===== src/rtl/piso_serializer.sv =====
// Parallel-in serial-out shifter: accepts a WIDTH-bit word and streams it on q,
// one bit per clk, with back-to-back frames allowed from the last-bit cycle.
//
// state | meaning
// IDLE  | no frame in progress, q/q_valid low, ready for a word
// SHIFT | frame bit cnt is on q; last bit when cnt == WIDTH-1
module piso_serializer #(
    parameter int WIDTH     = 8,
    parameter bit MSB_FIRST = 1'b1
) (
    input  logic             clk,
    input  logic             reset,
    input  logic [WIDTH-1:0] data_in,
    input  logic             load_valid,
    output logic             load_ready,
    output logic             q,
    output logic             q_valid,
    output logic             done
);

    localparam int CNT_W = $clog2(WIDTH);
    localparam logic [CNT_W-1:0] CNT_LAST = CNT_W'(WIDTH - 1);

    typedef enum logic {
        IDLE  = 1'b0,
        SHIFT = 1'b1
    } state_t;

    state_t           state;
    state_t           state_nxt;
    logic [CNT_W-1:0] cnt;
    logic [CNT_W-1:0] cnt_nxt;
    logic [WIDTH-1:0] shreg;
    logic [WIDTH-1:0] shreg_nxt;
    logic             last;
    logic             load;

    always_ff @(posedge clk) begin
        if (reset) begin
            state <= IDLE;
            cnt   <= '0;
            shreg <= '0;
        end else begin
            state <= state_nxt;
            cnt   <= cnt_nxt;
            shreg <= shreg_nxt;
        end
    end

    // The outgoing bit always sits at the shift-out end of shreg, so q never
    // depends combinationally on data_in.
    always_comb begin
        state_nxt  = state;
        cnt_nxt    = cnt;
        shreg_nxt  = shreg;
        last       = (state == SHIFT) && (cnt == CNT_LAST);
        load_ready = (state == IDLE) || last;
        load       = load_valid && load_ready;
        q_valid    = (state == SHIFT);
        done       = last;
        q          = q_valid && (MSB_FIRST ? shreg[WIDTH-1] : shreg[0]);

        if (load) begin
            state_nxt = SHIFT;
            cnt_nxt   = '0;
            shreg_nxt = data_in;
        end else if (last) begin
            state_nxt = IDLE;
            cnt_nxt   = '0;
            shreg_nxt = '0;
        end else if (state == SHIFT) begin
            cnt_nxt   = cnt + CNT_W'(1);
            shreg_nxt = MSB_FIRST ? {shreg[WIDTH-2:0], 1'b0}
                                  : {1'b0, shreg[WIDTH-1:1]};
        end
    end

endmodule


===== config.mk =====
export PLATFORM = sky130hd
export DESIGN_NAME = piso_serializer
export DESIGN_NICKNAME = d
export VERILOG_FILES = /design/src/rtl/piso_serializer.sv
export SDC_FILE = /design/constraint.sdc
export NUM_CORES = 1
export LEC_CHECK = 0
export BUFFER_PORTS_ARGS = -buffer_cell sky130_fd_sc_hd__buf_4
export CORE_MARGIN = 2
export CORE_UTILIZATION = 50
export CTS_CLUSTER_SIZE = 28
export DETAILED_ROUTE_END_ITERATION = 10
export PLACE_DENSITY = 0.75
export SLEW_MARGIN = 20
export SYNTH_ARGS = -nofsm -noshare
export SYNTH_HDL_FRONTEND = slang
export SYNTH_SLANG_ARGS = --single-unit

===== constraint.sdc =====
create_clock -name clk -period 2.02 [get_ports clk]
set_clock_uncertainty 0.15 [all_clocks]
set_input_delay 0.202 -clock clk [delete_from_list [all_inputs] [get_ports clk]]
set_output_delay 0.202 -clock clk [all_outputs]
set_load 0.05 [all_outputs]

# Yosys cells after proc, flatten, opt, wreduce, memory -nomap -nowiden
# Cells that the tools add are included.
# op_classes
eq_ne,1
addsub,1
n_lt_le_gt_ge,0
n_bitwise,1
shift,0
multipliers,0
n_mux,5
div_mod_pow,0
reduce_logical,7
# ops
cell,n
2-to-1 mux 8 bit,3
adder 3 x 1 -> 3 bit (second input constant),1
== test 3 bit (second input constant),1
logical AND 1 bit,3
nonzero test 3 bit,1
OR reduction 3 bit,1
2-to-1 mux 1 bit,2
nonzero test 2 bit,1
logical OR 1 bit,1
NOT 1 bit,1
# totals
rom_bits,0
word_cells,18
latch_bits,0
ramBits,0
regBits,12
out_inout_bits,4
input_bits,11
n_memories,0

# Longest topological paths before layout
# Gate-level depths: netlist of run 1.
# logic_depth
ltp_word,5
mapped_depth,6
mapped_depth_nobuf,5

# Least setup slack after synthesis of run 1
# No wires, ideal clock.
# synth_path
path_kind,flip-flop to output port
start,reg state (netlist: q_valid)
end,out done
required_ps,1668
n_path_buf,1
arrival_ps,1369
stages_incl_launch_ff,3
setup_slack_ps,299
cell_sequence,dfxtp_1 buf_2 and2_1
# synth_via
elab_chain_cells,1
# synth_lines
item,line_no,rtl
start: declaration,29,state_t state;
start signal: assignment,44,state <= state_nxt;
logical AND 1 bit,56,last = (state == SHIFT) && (cnt == CNT_LAST);
end: declaration,18,output logic done
# No other way between the ends.

# Final worst setup path of run 1
# layout_path
start,reg cnt[0]
end,out load_ready
# layout_via
elab_chain_cells,3
# layout_lines
item,line_no,rtl
start: declaration,31,logic [CNT_W-1:0] cnt;
start signal: assignment,45,cnt <= cnt_nxt;
== test 3 bit,56,
logical AND 1 bit,56,
logical OR 1 bit,57,load_ready = (state == IDLE) || last;
end: declaration,15,"output logic load_ready,"
# No other way between the ends.

==> impl_metrics.toml, run 1 <==
[status]
status = "completed"

[power]
p_clk_share_pct = 27.8
ir_worst_vdd_mv = 0.466
netSwitchingFraction_pct = 27.7
power_frac_seq_pct = 50.5
power_frac_comb_pct = 21.7
p_per_area_nw_per_um2 = 653
power.leakage_nw = 0.393
internal-power_uw = 374
switchingPower_uw = 143
p_total_uw = 517

[clock_tree]
cts.root.buffer_cell = "clkbuf_4"
clk_path_buf_depth = 2
insertion_delay_ns = 0.27
numClockSinks = 12
cts_buffers = 3
clk_pin_slew_ns = 0.08
cts_max_level = 1
cts.hold.buffers_added = 0
cts_tree = "yes"

[drt]
first_iter_violations = 23
detail_route.vias_per_cell = 5.53
ant_nets = 0
avgRoutedWirePerCell_microns = 13.1
vias = 570
drc = 0
firstDrtPassIters = 4
wl_mm = 1.35

[placed_design]
hpwl_microns = 906
gp_congestion = 0.654
port-buffer-count = 14
placed_cell_area_sq_um = 747
dp_worst_setup_slack_ns = 0.370
placedCellCount = 97

[setup_path]
critPathArrivalTime_ns = 1.43
r2r_setup_slack_ns = 0.38
crit_path_max_incr_delay_ns = 0.33
critPathCapture = "load_ready"
path_cells = "ha_1, ha_1, nor2b_4, inv_1, buf_4"
critPathLaunchType = "register"
crit_path_end_kind = "output pin"
worstReg2RegEnd = "shreg[4]$_SDFFE_PP0P_"
worst-r2r-cell-count = 6
required_ns = 1.67
r2r-start = "cnt[0]$_SDFFE_PP0P_"
crit_fanout = 4
critPathLaunch = "cnt[0]$_SDFFE_PP0P_"
timing_worst_setup_path_type = "reg -> out"
cp_common_cell = "ha_1"
slowest_stage = "dfxtp_1"

[min_path]
whs_path_depth = 2
hold_path_class = "in -> reg"
hp-start = "reset"

[layout]
mostFrequentLayoutCell = "buf_4"
instances_no_fill = 103
num-fill-cells = 110
nNetsFinal = 104
drive_above_1_share_pct = 30.3
final_area_sq_um = 792
synthToLayoutAreaGrowth_pct = 21.7
fin_util_pct = 68.5
num_antenna_cells = 0
final_cell_mix = "buf_4 (18), nor2_1 (14), dfxtp_1 (12), a22oi_1 (9), inv_1 (8)"

[sta]
worstMarginPinSlew_ns = 0.244
hold_violations = 0
setup_violations = 0
fin_crit_ns = 1.78
hold_ws_ns = 0.0534
maxSlewViolCount = 0
slew_headroom_pct = 83.7
fin_crit_sh_pct = 88.3
finalSetupTns_ns = 0
setup_ws_ns = 0.237
rsz0062_at_grt = "false"
fmax_mhz = 561

[floorplanning]
chipHeight_microns = 40.1
rows = 12
die_w_microns = 40.1
die_area_sq_um = 1610
io_pins = 15
coreArea_sq_um = 1160
start_util_pct = 56.3

[job]
maxCapViolCount = 0

[global_routing]
antenna_found_initial = 0
track_usage_pct = 21.9
grt_overflow = 0
grt_pass1_wl_mm = 2.23
grt_max_degree = 14
grt_pass1_vias = 518

[synthesis]
postSynthCellCount = 74
synth_fp_nets = 87
ys_ff_latch = 12
synth.avg_cell_area_sq_um = 8.79
synth-seq-area-share_pct = 36.9
ys_types = 17
netlist_area_sq_um = 651
yosys_warnings = 0
power groups by stage:
stage	clock network [mW]	logic [mW]	registers [mW]
2_1_floorplan	0	0.0701	0.269
5_1_grt	0.159	0.124	0.263
4_1_cts	0.149	0.107	0.261
3_5_place_dp	0	0.106	0.267
3_3_place_gp	0	0.104	0.265
6_report	0.144	0.112	0.261
state kept, by name (all words and copies together) (netlist names):
register / flops
cnt: 3
shreg: 8
q_valid: 1
synthesized netlist by cell type:
library cell / count / area (sq um)
nor2_1: 14 / 52.6
dfxtp_1: 12 / 240
a22oi_1: 9 / 67.6
inv_1: 8 / 30.0
a21o_1: 7 / 52.6
a211oi_2: 5 / 62.6
and2_1: 3 / 18.8
buf_2: 3 / 15.0
a211oi_1: 2 / 15.0
buf_4: 2 / 15.0
ha_1: 2 / 25.0
mux2i_1: 2 / 20.0
clkbuf_1: 1 / 3.75
nand3_1: 1 / 5.00
nor2b_4: 1 / 13.8
o21a_1: 1 / 7.51
or2_1: 1 / 6.26
repair_timing:
item	in CTS	in global routing
resized for setup	0	0
setup buffers	0	3
setup endpoints to repair	0	1
worst min-delay path by stage:
stage,endpoint,slack [ns]
floorplan,shreg[1]$_SDFFE_PP0P_,0.12
global placement,shreg[7]$_SDFFE_PP0P_,0.34
detailed placement,shreg[3]$_SDFFE_PP0P_,0.34
CTS,shreg[3]$_SDFFE_PP0P_,0.05
global route,shreg[3]$_SDFFE_PP0P_,0.06
finish,shreg[3]$_SDFFE_PP0P_,0.05
critical path, delay by kind of cell (launching register included):
kind	cells	cell delay [ns]
simple gates	1	0.16
fa+ha+maj	2	0.44
flops	1	0.33
buf+inv	2	0.23
cell families (layout without fill, tap and decap cells):
logic type | count (synthesis) | in the layout | share of synthesized area [%]
compound gates | 24 | 24 | 31.5
mux | 2 | 2 | 3.08
buf+inv | 14 | 29 | 9.81
fa+ha+maj | 2 | 2 | 3.85
simple gates | 20 | 20 | 14.8
flops | 12 | 12 | 36.9
area by class of cell:
cell class / instances / area (sq um) / area share [%]
multi-input cells: 48 / 347 / 43.8
clock buffers: 3 / 22.5 / 2.84
repair buffers: 18 / 135 / 17.1
inverters: 8 / 30.0 / 3.79
flip-flops and latches: 12 / 240 / 30.3
well taps: 14 / 17.5 / 2.21
layer usage:
| layer | vias to the layer above | wire [microns] | global-route usage [%] | share of wire, % |
|---|---|---|---|---|
| met2 | 11 | 676 | 35.9 | 50 |
| met4 | 0 | 11 | 12.9 | 0.81 |
| li1 | 286 | - | - | - |
| met1 | 271 | 605 | 24.7 | 45 |
| met3 | 2 | 60 | 6.67 | 4.4 |
| met5 | - | 0 | 0 | 0 |
(Power assumes the default switching activity.)
==> run 2: changes to the inputs <==
==> constraint.sdc (replaced) <==
create_clock -name clk -period 2.02 [get_ports clk]
set_clock_uncertainty 0.15 [all_clocks]
set_input_delay 0.404 -clock clk [delete_from_list [all_inputs] [get_ports clk]]
set_output_delay 0.404 -clock clk [all_outputs]
set_load 0.05 [all_outputs]
==> run 2 against run 1 <==
Highest routed layer is now met3. Combinational power is 6% lower. Non-clock buffer count is 2 lower. Clock power hardly changed. Worst hold slack better by 0.20 ns. Sequential power hardly changed.
==> impl_metrics.toml, run 2 (same netlist as run 1, synthesis figures left out) <==
[drt]
first_iter_violations = 11
avgRoutedWirePerCell_microns = 13.2
drc = 0
ant_nets = 0
wl_mm = 1.34
detail_route.vias_per_cell = 5.50
vias = 556
firstDrtPassIters = 3

[clock_tree]
cts.hold.buffers_added = 0
clk_path_buf_depth = 2
clk_pin_slew_ns = 0.07
cts.root.buffer_cell = "clkbuf_4"
cts_setup_buffers = 0
numClockSinks = 12
insertion_delay_ns = 0.27
cts_resized = 0
cts_max_level = 1
cts_tree = "yes"
cts_buffers = 3

[layout]
mostFrequentLayoutCell = "buf_4"
fin_util_pct = 67.4
synthToLayoutAreaGrowth_pct = 19.8
num-fill-cells = 106
multi_input_area_sq_um = 349
drive_above_1_share_pct = 29.9
largest_register_ffs = 8
nNetsFinal = 102
top_register = "shreg"
final_area_sq_um = 779
seq_area_sq_um = 240
num_antenna_cells = 0
final_cell_mix = "buf_4 (16), nor2_1 (14), dfxtp_1 (12), a22oi_1 (9), inv_1 (8)"

[sta]
fin_crit_sh_pct = 93.9
fin_crit_ns = 1.90
setup_violations = 0
worstMarginPinSlew_ns = 0.388
finalSetupTns_ns = 0
maxSlewViolCount = 0
slew_headroom_pct = 74.1
fmax_mhz = 527
rsz0062_at_grt = "false"
hold_violations = 0
setup_ws_ns = 0.122

[min_path]
whs_path_depth = 2
hp-start = "reset"
holdPathEnd = "shreg[6]$_SDFFE_PP0P_"
hold_path_class = "in -> reg"

[power]
ir_worst_vdd_mv = 0.458
p_total_uw = 516
power.leakage_nw = 0.380
p_per_area_nw_per_um2 = 662

[global_routing]
grt_overflow = 0
grt_pass1_vias = 538
track_usage_pct = 22.8
grt_max_degree = 14
grt_pass1_wl_mm = 2.37
antenna_found_initial = 0

[job]
maxCapViolCount = 0

[setup_path]
timing_worst_setup_path_type = "reg -> out"
r2r_setup_slack_ns = 0.43
critPathArrivalTime_ns = 1.34
worstReg2RegEnd = "shreg[1]$_SDFFE_PP0P_"
crit_fanout = 4
crit_path_end_kind = "output pin"
required_ns = 1.47
r2r-start = "cnt[0]$_SDFFE_PP0P_"
worst-r2r-cell-count = 5
critPathLaunchType = "register"

[placed_design]
gp_congestion = 0.650
dp_worst_setup_slack_ns = 0.374
hpwl_microns = 894
port-buffer-count = 14
placed_cell_area_sq_um = 754

[floorplanning]
chipHeight_microns = 40.1
coreArea_sq_um = 1160
die_w_microns = 40.1
die_area_sq_um = 1610
io_pins = 15
start_util_pct = 56.3
rows = 12

[status]
status = "completed"
[run 2: changes by cell type in the layout (fill, tap and decap cells not counted)]
| cell | delta |
|---|---|
| buf_4 | -2 |
| ha_2 | +1 |
| ha_1 | -1 |
[run 2: how the worst max path moves through the flow]
| stage | from | to | slack, ns |
|---|---|---|---|
| floorplan | q_valid$_SDFFE_PP0P_ | done | 0.1 |
| global placement | cnt[0]$_SDFFE_PP0P_ | done | 0.38 |
| detailed placement | cnt[0]$_SDFFE_PP0P_ | done | 0.37 |
| CTS | cnt[0]$_SDFFE_PP0P_ | load_ready | 0.05 |
| global route | cnt[0]$_SDFFE_PP0P_ | load_ready | 0.03 |
| finish | cnt[0]$_SDFFE_PP0P_ | load_ready | 0.12 |
[run 2: layout make-up]
type,instances,share of cell area (%)
timing repair buffer,16,15.4
sequential,12,30.8
multi-input combinational,48,44.8
tap,14,2.25
clock buffer,3,2.89
inverter,8,3.85
[run 2: stage by stage]
step,instances,hold slack [ns]
6_report,101,0.256
5_1_grt,101,0.254
4_1_cts,101,0.247
3_5_place_dp,98,0.346
3_3_place_gp,98,0.337
2_1_floorplan,74,0.320
[run 2: power by group]
group | internal (mW) | leakage [nW] | switching (mW)
sequential | 0.252 | 0.0990 | 0.0122
combinational | 0.0495 | 0.267 | 0.0558
clock | 0.0690 | 0.0138 | 0.0773
[run 2: metal layers]
layer,vias up,track usage [%],part of all wire (%)
li1,284,-,-
met1,258,25.8,45
met2,14,39.1,49
met3,0,10.0,5.8
met4,0,5.17,0
met5,-,0,0
[run 2: critical path: stages, from the launching register on]
cell     delay (ns)
dfxtp_1        0.32
ha_1           0.20
ha_2           0.20
nor2b_4        0.11
inv_1          0.06
buf_4          0.18
==> run 3: changes to the inputs <==
--- a/config.mk
+++ b/config.mk
@@ -10,7 +10,7 @@
 export CORE_UTILIZATION = 50
 export CTS_CLUSTER_SIZE = 28
 export DETAILED_ROUTE_END_ITERATION = 10
-export PLACE_DENSITY = 0.75
+export PLACE_DENSITY = 0.74
 export SLEW_MARGIN = 20
 export SYNTH_ARGS = -nofsm -noshare
 export SYNTH_HDL_FRONTEND = slang
==> run 3 against run 2 <==
Worst hold slack is essentially flat. Largest cell class unchanged. Design area grew 1.4%. Utilization rose by 0.97 points. Die area stayed put. Flip-flop and latch count unchanged.
==> impl_metrics.toml, run 3 (same netlist as run 1, synthesis figures left out) <==
[drt]
wl_mm = 1.32
avgRoutedWirePerCell_microns = 12.9
ant_nets = 0
vias = 543
first_iter_violations = 7
firstDrtPassIters = 4
drc = 0
detail_route.vias_per_cell = 5.32

[min_path]
holdPathEnd = "shreg[4]$_SDFFE_PP0P_"
hp-start = "reset"
hold_path_class = "in -> reg"
whs_path_depth = 2

[floorplanning]
coreArea_sq_um = 1160
chipHeight_microns = 40.1
start_util_pct = 56.3
die_area_sq_um = 1610
rows = 12
io_pins = 15
die_w_microns = 40.1

[placed_design]
dp_worst_setup_slack_ns = 0.367
hpwl_microns = 908
placed_cell_area_sq_um = 754
port-buffer-count = 14
placedCellCount = 98
gp_congestion = 0.704

[global_routing]
grt_overflow = 0
grt_max_degree = 14
antenna_found_initial = 0
grt_pass1_vias = 494
grt_pass1_wl_mm = 2.02
track_usage_pct = 19.8

[power]
ir_worst_vdd_mv = 0.389
netSwitchingFraction_pct = 26.9
p_clk_share_pct = 34.4
power_frac_comb_pct = 18.8
power_frac_seq_pct = 46.8
switchingPower_uw = 151
p_per_area_nw_per_um2 = 711
power.leakage_nw = 0.390
internal-power_uw = 411

[clock_tree]
cts_buffers = 3
cts.hold.buffers_added = 0
cts_max_level = 1
cts.root.buffer_cell = "clkbuf_4"
cts_resized = 0
numClockSinks = 12
clk_pin_slew_ns = 0.08
insertion_delay_ns = 0.27
cts_tree = "yes"
cts_setup_buffers = 0
clk_path_buf_depth = 2

[setup_path]
critPathLaunchType = "register"
worst-r2r-cell-count = 5
required_ns = 1.47
worstReg2RegEnd = "shreg[5]$_SDFFE_PP0P_"
slowest_stage = "dfxtp_1"
path_cells = "ha_1, ha_1, and2_1, buf_4"
crit_fanout = 4
timing_worst_setup_path_type = "reg -> out"
cp_common_cell = "ha_1"
crit_path_max_incr_delay_ns = 0.33
critPathArrivalTime_ns = 1.40
crit_path_end_kind = "output pin"
r2r_setup_slack_ns = 0.37
r2r-start = "cnt[0]$_SDFFE_PP0P_"

[sta]
hold_violations = 0
fin_crit_ns = 1.96
setup_violations = 0
hold_ws_ns = 0.256
rsz0062_at_grt = "false"
slew_headroom_pct = 80.7
fmax_mhz = 511
finalSetupTns_ns = 0
setup_ws_ns = 0.0629
maxSlewViolCount = 0
worstMarginPinSlew_ns = 0.289
fin_crit_sh_pct = 96.9

[layout]
final_area_sq_um = 791
top_register = "shreg"
drive_above_1_share_pct = 29.5
nNetsFinal = 102
largest_register_ffs = 8
mostFrequentLayoutCell = "buf_4"
num_antenna_cells = 0
synthToLayoutAreaGrowth_pct = 21.5
final_cell_mix = "buf_4 (16), nor2_1 (14), dfxtp_1 (12), a22oi_1 (9), inv_1 (8)"
instances_no_fill = 102

[job]
maxCapViolCount = 0

[status]
status = "completed"
==> run 3: power groups by stage <==
stage | combinational (mW) | clock [mW] | sequential (mW)
final | 0.106 | 0.193 | 0.263
after global routing | 0.114 | 0.206 | 0.266
after CTS | 0.106 | 0.198 | 0.263
after detailed placement | 0.106 | 0 | 0.269
after global placement | 0.105 | 0 | 0.268
after floorplan | 0.0701 | 0 | 0.269
==> run 3: layout make-up <==
type                            count  area (sq um)
Sequential cell                    12           240
Tap cell                           14          17.5
Timing Repair Buffer               16           120
Inverter                            8          30.0
Fill cell                         114           365
Multi-Input combinational cell     48           347
Clock buffer                        4          36.3
==> run 3: metal layers <==
| layer | up-vias | GRT usage [%] | routed length [microns] |
|---|---|---|---|
| li1 | 283 | - | - |
| met1 | 245 | 18.7 | 601 |
| met2 | 10 | 38.3 | 645 |
| met3 | 5 | 6.67 | 52 |
| met4 | 0 | 7.76 | 19 |
| met5 | - | 0 | 0 |
==> run 3: critical path: cells and delay by family, from the launching register on <==
family                   cells  cell delay [ns]
AND/OR/NAND/NOR              1             0.18
flip-flops                   1             0.33
buffers and inverters        1             0.18
adder cells (fa/ha/maj)      2             0.44
==> run 3: through the flow <==
stage	utilization, %	power [mW]
after floorplan	-	0.340
after global placement	65.3	0.373
after detailed placement	65.3	0.374
after CTS	68.4	0.568
after global routing	68.4	0.586
final	68.4	0.562
==> run 3: worst max-delay path by stage <==
| stage | startpoint | endpoint | cells past startpoint |
|---|---|---|---|
| 2_1_floorplan | q_valid$_SDFFE_PP0P_ | done | 2 |
| 3_3_place_gp | cnt[0]$_SDFFE_PP0P_ | done | 4 |
| 3_5_place_dp | cnt[0]$_SDFFE_PP0P_ | done | 4 |
| 4_1_cts | cnt[0]$_SDFFE_PP0P_ | done | 4 |
| 5_1_grt | cnt[0]$_SDFFE_PP0P_ | done | 4 |
| 6_report | cnt[0]$_SDFFE_PP0P_ | done | 4 |
